### src/rtl/spi_qsys_nios2_qsys_0_oci_dct_drain.sv
// spi_qsys_nios2_qsys_0_oci_dct_drain: serialise DCT trace snapshots into a one-entry-per-cycle stream
module spi_qsys_nios2_qsys_0_oci_dct_drain #(
    parameter int ENTRY_W = 2,
    parameter int DEPTH   = 15,
    parameter int CNT_W   = 4,
    parameter int SENT_W  = 16
) (
    input  logic                     clk,
    input  logic                     reset,
    input  logic                     dct_load_valid,
    output logic                     dct_load_ready,
    input  logic [ENTRY_W*DEPTH-1:0] dct_buffer,
    input  logic [CNT_W-1:0]         dct_count,
    output logic                     entry_valid,
    input  logic                     entry_ready,
    output logic [ENTRY_W-1:0]       entry_data,
    output logic                     entry_last,
    input  logic                     test_ending,
    output logic                     test_has_ended,
    output logic                     busy,
    output logic [SENT_W-1:0]        entries_sent
);

    typedef enum logic [1:0] {IDLE, SHIFT, ENDED} state_t;

    state_t                     state;
    logic [ENTRY_W*DEPTH-1:0]   shreg;
    logic [CNT_W-1:0]           remaining;

    assign dct_load_ready = (state == IDLE) & ~test_ending & ~reset;
    assign entry_data     = shreg[ENTRY_W-1:0];

    // Snapshot capture, entry shifting and end-of-test sequencing
    always_ff @(posedge clk or posedge reset) begin
        if (reset) begin
            state          <= IDLE;
            shreg          <= '0;
            remaining      <= '0;
            entry_valid    <= 1'b0;
            entry_last     <= 1'b0;
            test_has_ended <= 1'b0;
            busy           <= 1'b0;
            entries_sent   <= '0;
        end else begin
            case (state)
                IDLE: begin
                    if (test_ending) begin
                        state          <= ENDED;
                        test_has_ended <= 1'b1;
                    end else if (dct_load_valid && dct_count != '0) begin
                        state       <= SHIFT;
                        shreg       <= dct_buffer;
                        remaining   <= dct_count;
                        entry_valid <= 1'b1;
                        entry_last  <= (dct_count == CNT_W'(1));
                        busy        <= 1'b1;
                    end
                end
                SHIFT: begin
                    if (entry_ready) begin
                        shreg        <= shreg >> ENTRY_W;
                        remaining    <= remaining - CNT_W'(1);
                        entries_sent <= entries_sent + SENT_W'(1);
                        entry_last   <= (remaining == CNT_W'(2));
                        if (remaining == CNT_W'(1)) begin
                            state          <= test_ending ? ENDED : IDLE;
                            test_has_ended <= test_ending;
                            entry_valid    <= 1'b0;
                            entry_last     <= 1'b0;
                            busy           <= 1'b0;
                        end
                    end
                end
                default: begin
                    state          <= ENDED;
                    test_has_ended <= 1'b1;
                end
            endcase
        end
    end

endmodule

### config.mk
export PLATFORM = sky130hd
export DESIGN_NAME = spi_qsys_nios2_qsys_0_oci_dct_drain
export DESIGN_NICKNAME = d
export VERILOG_FILES = /design/src/rtl/spi_qsys_nios2_qsys_0_oci_dct_drain.sv
export SDC_FILE = /design/constraint.sdc
export NUM_CORES = 1
export LEC_CHECK = 0
export BUFFER_PORTS_ARGS = -buffer_cell sky130_fd_sc_hd__buf_2
export CORE_MARGIN = 1
export CORE_UTILIZATION = 48
export DETAILED_ROUTE_END_ITERATION = 8
export PLACE_DENSITY = 0.81
export SKIP_CTS_REPAIR_TIMING = 1
export SYNTH_ARGS = -nofsm -noshare
export SYNTH_HDL_FRONTEND = slang
export SYNTH_SLANG_ARGS = --single-unit
### constraint.sdc
create_clock -name clk -period 1.7 [get_ports clk]
set_clock_uncertainty 0.1 [all_clocks]
set_input_delay 0.085 -clock clk [delete_from_list [all_inputs] [get_ports clk]]
set_output_delay 0.085 -clock clk [all_outputs]
set_load 0.02 [all_outputs]
# Yosys cells after proc, flatten, opt, wreduce, memory -nomap -nowiden
# Cells that the tools add are included.
[classes] n_reduce_logical=9 bitwise=4 n_eq_ne=10 addsub=2 mux=28
[ops] op="30-bit two-way mux" count=3
[ops] op="30-bit case mux with 2 select lines" count=1
[ops] op="16-bit by 1-bit adder with 16-bit output, second input constant" count=1
[ops] op="4-bit two-way mux" count=3
[ops] op="1-bit two-way mux" count=11
[ops] op="2-bit two-way mux" count=5
[ops] op="4-bit by 1-bit equality test with 1-bit output, second input constant" count=2
[ops] op="2-bit inequality test, second input constant" count=4
[ops] op="4-bit case mux with 2 select lines" count=1
[ops] op="1-bit case mux with 2 select lines" count=3
[ops] op="3-bit AND reduction" count=2
[ops] op="5-bit AND reduction" count=1
[ops] op="4-bit by 2-bit equality test with 1-bit output, second input constant" count=1
[ops] op="2-bit case mux with 2 select lines" count=1
[ops] op="4-bit AND reduction" count=1
[ops] op="4-bit nonzero test" count=1
[ops] op="4-bit by 1-bit subtractor with 4-bit output, second input constant" count=1
[ops] op="3-bit by 2-bit inequality test with 1-bit output, second input constant" count=1
[ops] op="1-bit AND" count=2
[ops] op="2-bit by 1-bit equality test with 1-bit output, second input constant" count=1
[ops] op="2-bit logical NOT" count=1
[ops] op="2-bit by 1-bit inequality test with 1-bit output, second input constant" count=1
[ops] op="1-bit NOT" count=2
[ops] op="2-bit AND reduction" count=1
[ops] op="other kinds (2)" count=2
[word_totals] out_inout_bits=23 word_cells=60 register_bits=55

# Depth between registers and ports, before layout
# Gate-level depths: netlist (run 1).
[logic_depth] word_depth=5 mapped_depth=8

# Worst setup path after synthesis (run 1)
# OpenSTA, ideal clock, no wires.
[synth_path] path_kind="register to register" start="register entries_sent[5]" end="register entries_sent[15]" arrival_time_ps=1468 setup_ps=128 synth_period_minus_slack_ps=1697 path_buffers=0 path_slack_ps=3 required_ps=1472 stages_incl_launch_ff=5 path_cell_list="dfrtp_1 nand4_1 nor4_1 nand3_1 xnor2_1"
[synth_via] elab_chain_len=1
[synth_rtl] item="from (decl)" line_no="21" text="output logic [SENT_W-1:0] entries_sent"
[synth_rtl] item="from (signal assigned)" line_no="63" text="entries_sent <= entries_sent + SENT_W'(1);"
[synth_rtl] item="16-bit by 1-bit adder with 16-bit output" line_no="63"
# No other way between the ends.
# A chain may end at the register's enable or synchronous reset.

# Final worst setup path (run 1)
# Same ends and word-level chain as after synthesis.

==> out/metrics.cfg, run 1 <==
[power_and_ir_drop]
ir_worst_vdd_mv = 0.5203
power_density_nw_per_um2 = 807.2
cellLeakagePower_nw = 1.662
total_power_mw = 2.797

[timing]
finalSetupViolations = 0
hold_viol_final = 0
holdWs_ps = 3.937
worst_pin_slew_ps = 509.9
min_period_ps = 1611
slew_violations = 0
fin_crit_sh = 0.9479
relSlewSlack = 0.6596
timing.fmax_ghz = 0.6206

[die]
io_pins = 62
die_h_um = 75.58
rows = 26
core_area_sq_um = 5172
die_w_um = 75.58
start_util = 0.5024
die_area_sq_um = 5712

[detailed_routing]
drcViolationCount = 0
first_pass_iters = 5
routed_wl_mm = 6.196
vias = 2371
antenna_left = 0
drt_iter0_drc = 173
via_per_inst = 5.281
wl_per_cell_um = 13.80

[synth]
synth-seq-cells = 55
synth_cell_types = 32
synth-main-ff-cell = dfrtp_1
synth_most_common_cell = nand2_1
synthTopCellsByArea = dfrtp_1, nand2_1, a31oi_1
synthArstFlopShare = 1.000
synth_edf_count = 0
yosysTopAreaCell = dfrtp_1
syn-cell-area_sq_um = 2599
synth.avg_cell_area_sq_um = 9.118
synthTopCellsByCount = nand2_1, dfrtp_1, nor2_1, a31oi_1, xnor2_1
yosysSeqAreaShare = 0.5296
synth_cells = 285
synth_top_area_share = 0.5296
syn_nets = 328
ys_warn_count = 0

[cts]
clk_pin_slew_ps = 90
cts_sinks = 55
cts_root_buf = clkbuf_8
clkLatencyLatePin_ps = 310
cts_htree_levels = 2
cts_tree = yes
cts_buffer_depth = 2
cts_buffers = 5

[hold_path]
hp-start = dct_count[3]
hold_path.class = input port to register

[grt]
antenna_found_initial = 0
gr-total-overflow = 0
track_usage = 0.1980
met1_usage = 0.2528
grt_pass1_vias = 1971
grt_pass1_wl_mm = 8.390
grt_max_degree = 36
use_met3 = 0.04894
met2_usage = 0.3254
top_usage_layer = met2

[layout]
finalNetCount = 422
syn_to_final_growth_pct = 33.32
stdcell_count = 449
drive_gt1_frac = 0.2427
antenna_cells = 0
fill_cells = 390

[critical_path]
cp-start-kind = register
worstSetupEndpointType = register
r2r-start = entries_sent[5]$_DFFE_PP0P_
required_ps = 1790
crit_slowest_cell = dfrtp_1
crit_fanout = 6
cp_cell_sequence = nand4_1 > nor4_2 > buf_4 > nand3_1 > xnor2_1
slowest_delay_ps = 460
critPathKind = register to register
startpoint = entries_sent[5]$_DFFE_PP0P_
crit_arrival_ps = 1700

[outcome]
status = finished clean

[placed_design]
dp_hpwl_mm = 3.823
place_congestion = 0.8134
dp_cells = 409
io_buffers = 61

[job]
drv_cap = 0

==> power breakdown <==
| part | leakage [nW] | internal [mW] | switching [mW] |
|---|---|---|---|
| Sequential | 0.687 | 1.45 | 0.0944 |
| Clock | 0.0502 | 0.431 | 0.415 |
| Combinational | 0.925 | 0.205 | 0.202 |
| Total | 1.66 | 2.09 | 0.712 |
==> sequential cells by signal, indices dropped and copies added, names as in the netlist <==
register	cells
busy	1
test_has_ended	1
entries_sent	16
state	2
entry_last	1
shreg	30
remaining	4
==> worst max-delay path: cells and delay by family (launching register included) <==
kind	cells	cell delay [ps]
AND/OR/NAND/NOR	3	640
buffers and inverters	1	160
flip-flops	1	460
XOR/XNOR	1	140
==> per-stage QoR <==
stage	instance area, sq um	worst slack, ps	utilization	TNS, ps
finish	3465	88.53	0.6698	0
global route	3465	-9.625	0.6698	-9.625
CTS	3120	86.59	0.6033	0
detailed placement	3014	111.7	0.5827	0
global placement	3014	136.6	0.5827	0
floorplan	2599	3.388	-	0
==> cells by family after synthesis <==
group / share of synthesized area
AOI/OAI and AO/OA: 0.1156
xor gates and xnor gates: 0.05055
adders and majority gates: 0.01926
buffers and inverters: 0.05777
DFF: 0.5296
muxes: 0.008185
and+or+nand+nor: 0.2191
==> cell usage in the layout, fill, tap and decap left out, drive strengths merged, types with 2 or more instances in the layout <==
cell type,n
nand4b,4
nand4,3
o21ai,5
dlygate4sd3,32
a22o,2
a21oi,7
nand3,10
a31oi,29
xor2,4
clkbuf,5
xnor2,11
nor3,4
nor2,38
dfrtp,55
ha,4
nand2b,2
nor4,2
buf,76
inv,7
nand2,67
==> routing by layer <==
metal | vias to the layer above | wire (um)
li1 | 1147 | -
met1 | 1110 | 2670
met2 | 104 | 2980
met3 | 10 | 404
met4 | 0 | 140
met5 | - | 0
==> cell type report <==
class	instances	area, sq um	area share
clock buffers	5	68.82	0.01986
inverters	7	26.28	0.007584
well taps	70	87.58	0.02528
repair buffers	108	775.7	0.2239
clock inverters	2	37.54	0.01083
flip-flops and latches	55	1376	0.3973
multi-input cells	202	1092	0.3153
==> final timing paths <==
path                       depth (start not counted)  slack, ps                           end
min in group asynchronous                          3        240      remaining[0]$_DFFE_PP0P_
min                                                3          4        entry_last$_DFFE_PP0P_
max in group asynchronous                          4        610         shreg[12]$_DFFE_PP0P_
max reg2reg                                        5         90  entries_sent[15]$_DFFE_PP0P_
min reg2reg                                        1        380  entries_sent[15]$_DFFE_PP0P_
max                                                5         90  entries_sent[15]$_DFFE_PP0P_
(Power assumes the default switching activity.)
==> run 2, diff against run 1 <==
==> constraint.sdc (replaced) <==
create_clock -name clk -period 1.7 [get_ports clk]
set_clock_uncertainty 0.1 [all_clocks]
set_input_delay 0.255 -clock clk [delete_from_list [all_inputs] [get_ports clk]]
set_output_delay 0.255 -clock clk [all_outputs]
set_load 0.02 [all_outputs]
==> out/metrics.cfg, run 2 (synthesis gave the netlist of run 1 again) <==
[grt]
gr-total-overflow = 0  ; unchanged
track_usage = 0.2026  ; was 0.1980
grt_pass1_wl_mm = 8.618  ; was 8.390 mm
antenna_found_initial = 0  ; unchanged
grt_max_degree = 56  ; was 36
grt_pass1_vias = 1900  ; was 1971

[layout]
reg.largest.list = shreg (30), entries_sent (16), remaining (4)  ; unchanged
drive_gt1_frac = 0.2699  ; was 0.2427
fill_cells = 435  ; was 390
antenna_cells = 0  ; unchanged
syn_to_final_growth_pct = 22.05  ; was 33.32%
finalNetCount = 394  ; was 422
largest_reg_flops = 30  ; unchanged
seq_area_sq_um = 1376  ; unchanged
finish.utilization = 0.6132  ; was 0.6698
final_common_cell = nand2_1  ; unchanged
regMostFlops = shreg  ; unchanged
multi_input_area_sq_um = 1102  ; was 1092 sq um
mostFrequentLayoutCells = nand2_1, buf_2, dfrtp_1  ; unchanged

[critical_path]
crit_fanout = 6  ; unchanged
required_ps = 1340  ; was 1790 ps
cp-start-kind = register  ; unchanged
critPathTopFamily = flip-flops  ; was simple AND/OR/NAND/NOR gates
worstSetupEndpointType = primary output  ; was register
crit_arrival_ps = 1290  ; was 1700 ps
critPathBufInv = 2  ; was 1
crit_top_cell = buf_4
cp_cell_sequence = buf_4 > nor4_4 > buf_4  ; was nand4_1 > nor4_2 > buf_4 > nand3_1 > xnor2_1
critPathKind = register to primary output  ; was register to register
slowest_delay_ps = 440  ; was 460 ps
crit_slowest_cell = dfrtp_1  ; unchanged

[cts]
cts_buffers = 5  ; unchanged
clkLatencyLatePin_ps = 300  ; was 310 ps
cts_tree = yes  ; unchanged
clk_pin_slew_ps = 90  ; about the same
cts_buffer_depth = 2  ; unchanged
cts_htree_levels = 2  ; unchanged
cts_sinks = 55  ; unchanged
cts_root_buf = clkbuf_8  ; unchanged

[hold_path]
hold_path.class = input port to register  ; unchanged

[timing]
rsz0062_at_grt = true
min_period_ps = 1649  ; was 1611 ps
worst_pin_slew_ps = 334.3  ; was 509.9 ps
slew_violations = 0  ; unchanged
relSlewSlack = 0.7771  ; was 0.6596
fin_crit_sh = 0.9700  ; was 0.9479
timing.fmax_ghz = 0.6064  ; was 0.6206 GHz
hold_viol_final = 0  ; unchanged
tns_ps = 0  ; unchanged
finalSetupViolations = 0  ; unchanged

[die]
die_w_um = 75.58  ; unchanged
die_area_sq_um = 5712  ; unchanged
core_area_sq_um = 5172  ; unchanged
io_pins = 62  ; unchanged
rows = 26  ; unchanged
die_h_um = 75.58  ; unchanged
start_util = 0.5024  ; unchanged

[outcome]
status = finished clean  ; unchanged

[placed_design]
io_buffers = 61  ; unchanged
place_congestion = 0.8052  ; was 0.8134
dp_hpwl_mm = 3.859  ; was 3.823 mm

[detailed_routing]
wl_per_cell_um = 13.05  ; was 13.80 um
vias = 2193  ; was 2371
via_per_inst = 5.197  ; was 5.281
drcViolationCount = 0  ; unchanged
antenna_left = 0  ; unchanged
first_pass_iters = 4  ; was 5
drt_iter0_drc = 189  ; was 173
routed_wl_mm = 5.509  ; was 6.196 mm

[power_and_ir_drop]
ir_worst_vdd_mv = 0.3254  ; was 0.5203 mV
power_density_nw_per_um2 = 814.8  ; was 807.2 nW/um^2
cellLeakagePower_nw = 1.542  ; was 1.662 nW

[job]
drv_cap = 0  ; unchanged

run 2: worst min-delay path, stage by stage:
cell and delay (ps):
buf_2 70, nand3_1 50, o21ai_0 60
run 2: final timing paths:
path | from | end | slack, ps | cells after the start
worst max-delay path | state[1]$_DFFE_PP0P_ | dct_load_ready | 50 | 3
worst min-delay path | dct_buffer[28] | shreg[28]$_DFFE_PP0P_ | 80 | 3
worst max register to register | state[0]$_DFFE_PP0P_ | busy$_DFFE_PP0P_ | 70 | 5
worst min register to register | entries_sent[15]$_DFFE_PP0P_ | entries_sent[15]$_DFFE_PP0P_ | 380 | 1
max in group asynchronous | reset | shreg[29]$_DFFE_PP0P_ | 770 | 4
min in group asynchronous | reset | test_has_ended$_DFFE_PP0P_ | 490 | 4
run 2: layout make-up:
type / instances / area share
timing repair buffer: 80 / 0.1558
clock buffer: 6 / 0.02288
sequential: 55 / 0.4339
tap: 70 / 0.02761
clock inverter: 2 / 0.003945
multi-input combinational: 202 / 0.3475
inverter: 7 / 0.008284
run 2: layer usage:
metal / track usage / up-vias / wire [um]
li1: - / 1084 / -
met1: 0.2792 / 1038 / 2479
met2: 0.3194 / 61 / 2688
met3: 0.05026 / 10 / 262
met4: 0.05967 / 0 / 78
met5: 0 / - / 0
run 2: power breakdown:
group / switching [mW] / total, mW / internal, mW
registers: 0.0869 / 1.54 / 1.45
clock network: 0.410 / 0.699 / 0.289
logic: 0.189 / 0.349 / 0.161
run 2: stage by stage:
step                cells  worst slack [ps]  hold WS (ps)  area [sq um]  power, mW
detailed placement    408            -24.95         245.0          3007      1.907
floorplan             285             2.068         271.6          2599      1.782
global route          422            -38.34         82.42          3172      2.725
global placement      408             35.78         235.7          3007      1.886
finish                422             50.99         77.25          3172      2.584
CTS                   416            -49.64        -86.70          3092      2.595
==> run 3, diff against run 2 <==
==> constraint.sdc (replaced) <==
create_clock -name clk -period 1.5 [get_ports clk]
set_clock_uncertainty 0.1 [all_clocks]
set_input_delay 0.225 -clock clk [delete_from_list [all_inputs] [get_ports clk]]
set_output_delay 0.225 -clock clk [all_outputs]
set_load 0.02 [all_outputs]
==> out/metrics.cfg, run 3 (synthesis gave the netlist of run 1 again) <==
[cts]
cts_tree = yes  ; unchanged
cts_htree_levels = 2  ; unchanged
cts_buffers = 5  ; unchanged
clk_pin_slew_ps = 100  ; was 90 ps
clkLatencyLatePin_ps = 310  ; was 300 ps
cts_root_buf = clkbuf_8  ; unchanged
cts_buffer_depth = 2  ; unchanged
cts_sinks = 55  ; unchanged

[timing]
fin_crit_sh = 1.116
setup_slack_ps = -174.5  ; was 50.99 ps
worst_pin_slew_ps = 508.2  ; was 334.3 ps
tns_ps = -3137  ; was 0 ps
hold_viol_final = 0  ; unchanged
timing.fmax_ghz = 0.5972
min_period_ps = 1674
rsz0062_at_grt = true  ; unchanged
slew_violations = 0  ; unchanged
relSlewSlack = 0.6605  ; was 0.7771
finalSetupViolations = 41  ; was 0

[placed_design]
place_congestion = 0.8173  ; was 0.8052
placed_cell_area_sq_um = 3172  ; was 3007 sq um
dp_cells = 423  ; was 408
dp_hpwl_mm = 3.990  ; was 3.859 mm
io_buffers = 61  ; unchanged

[power_and_ir_drop]
ir_worst_vdd_mv = 0.4982  ; was 0.3254 mV
seqPwrFrac = 0.580  ; was 0.594
switching_share = 0.2765  ; was 0.2653
power.internal_mw = 2.191  ; was 1.899 mW
clkPwrFrac = 0.269  ; was 0.270
cellLeakagePower_nw = 1.730  ; was 1.542 nW
power_density_nw_per_um2 = 824.5  ; was 814.8 nW/um^2
total_power_mw = 3.028  ; was 2.584 mW
switchingPower_mw = 0.8372  ; was 0.6856 mW
comb_power_share = 0.151  ; was 0.135

[outcome]
status = complete, but fails checks  ; was finished clean
violations = setup timing

[layout]
mostFrequentLayoutCells = nand2_1, buf_2, dfrtp_1  ; unchanged
antenna_cells = 0  ; unchanged
stdcell_count = 447  ; was 422
syn_to_final_growth_pct = 41.31  ; was 22.05%
final_common_cell = nand2_1  ; unchanged
stdcell_area_sq_um = 3672  ; was 3172 sq um
fill_cells = 367  ; was 435
drive_gt1_frac = 0.4244  ; was 0.2699
regMostFlops = shreg  ; unchanged
reg.largest.list = shreg (30), entries_sent (16), remaining (4)  ; unchanged
largest_reg_flops = 30  ; unchanged
finalNetCount = 419  ; was 394

[detailed_routing]
antenna_left = 0  ; unchanged
routed_wl_mm = 6.810  ; was 5.509 mm
wl_per_cell_um = 15.23  ; was 13.05 um
drcViolationCount = 0  ; unchanged
vias = 2418  ; was 2193
via_per_inst = 5.409  ; was 5.197
drt_iter0_drc = 160  ; was 189
first_pass_iters = 4  ; unchanged

[die]
core_area_sq_um = 5172  ; unchanged
die_w_um = 75.58  ; unchanged
rows = 26  ; unchanged
start_util = 0.5024  ; unchanged
die_area_sq_um = 5712  ; unchanged
die_h_um = 75.58  ; unchanged
io_pins = 62  ; unchanged

[grt]
grt_pass1_wl_mm = 8.742  ; was 8.618 mm
gr-total-overflow = 0  ; unchanged
track_usage = 0.2017  ; was 0.2026
antenna_found_initial = 0  ; unchanged
grt_pass1_vias = 2039  ; was 1900
grt_max_degree = 39  ; was 56

[critical_path]
required_ps = 1170  ; was 1340 ps
reg2reg_depth = 6  ; was 5
r2r_slack_ps = -160  ; was 70 ps
critPathKind = register to primary output  ; unchanged
r2r-start = state[0]$_DFFE_PP0P_  ; unchanged
crit_fanout = 5  ; was 6
regToRegEndpoint = busy$_DFFE_PP0P_  ; unchanged
cp-start-kind = register  ; unchanged
crit_arrival_ps = 1350  ; was 1290 ps
worstSetupEndpointType = primary output  ; unchanged

[hold_path]
hold_end = shreg[22]$_DFFE_PP0P_  ; was shreg[28]$_DFFE_PP0P_
hold_path.class = input port to register  ; unchanged
holdPathStages = 3  ; unchanged
hp-start = dct_buffer[22]  ; was dct_buffer[28]

[job]
drv_cap = 0  ; unchanged

[run 3: worst max path at each step]
| stage | start | endpoint | slack, ps |
|---|---|---|---|
| final | state[1]$_DFFE_PP0P_ | dct_load_ready | -170 |
| after global routing | state[0]$_DFFE_PP0P_ | dct_load_ready | -230 |
| after CTS | state[0]$_DFFE_PP0P_ | dct_load_ready | -280 |
| after detailed placement | dct_count[1] | remaining[0]$_DFFE_PP0P_ | -180 |
| after global placement | dct_count[1] | remaining[0]$_DFFE_PP0P_ | -130 |
| after floorplan | state[0]$_DFFE_PP0P_ | remaining[2]$_DFFE_PP0P_ | -80 |
[run 3: area by class of cell]
cell class	count	area, sq um	share of cell area
Clock buffer	6	72.57	0.01976
Clock inverter	2	12.51	0.003407
Inverter	7	30.03	0.008177
Multi-Input combinational cell	203	1294	0.3523
Sequential cell	55	1381	0.3761
Tap cell	70	87.58	0.02385
Timing Repair Buffer	104	794.5	0.2164
[run 3: layer usage]
layer  up-vias  track usage  part of all wire
li1       1144            -                 -
met1      1185       0.2659              0.43
met2        80       0.3462              0.51
met3         9      0.04101             0.044
met4         0      0.04321             0.011
met5         -            0                 0
[run 3: stage by stage]
stage / util / setup slack [ps] / hold slack, ps
floorplan: - / -83.08 / 199.0
global placement: 0.6132 / -131.1 / 185.5
detailed placement: 0.6132 / -175.5 / 197.0
CTS: 0.6297 / -275.7 / -142.1
global route: 0.7100 / -230.0 / 53.22
finish: 0.7100 / -174.5 / 62.63
[run 3: critical path: stages (launching register included)]
cell	delay, ps
dfrtp_1	400
buf_6	140
buf_6	120
nor4_4	200
buf_4	180
[run 3: power groups by stage]
stage	Combinational [mW]	Sequential, mW	Clock (mW)
after floorplan	0.265	1.76	0
after global placement	0.394	1.76	0
after detailed placement	0.406	1.77	0
after CTS	0.406	1.74	0.832
after global routing	0.517	1.77	0.892
final	0.458	1.76	0.814
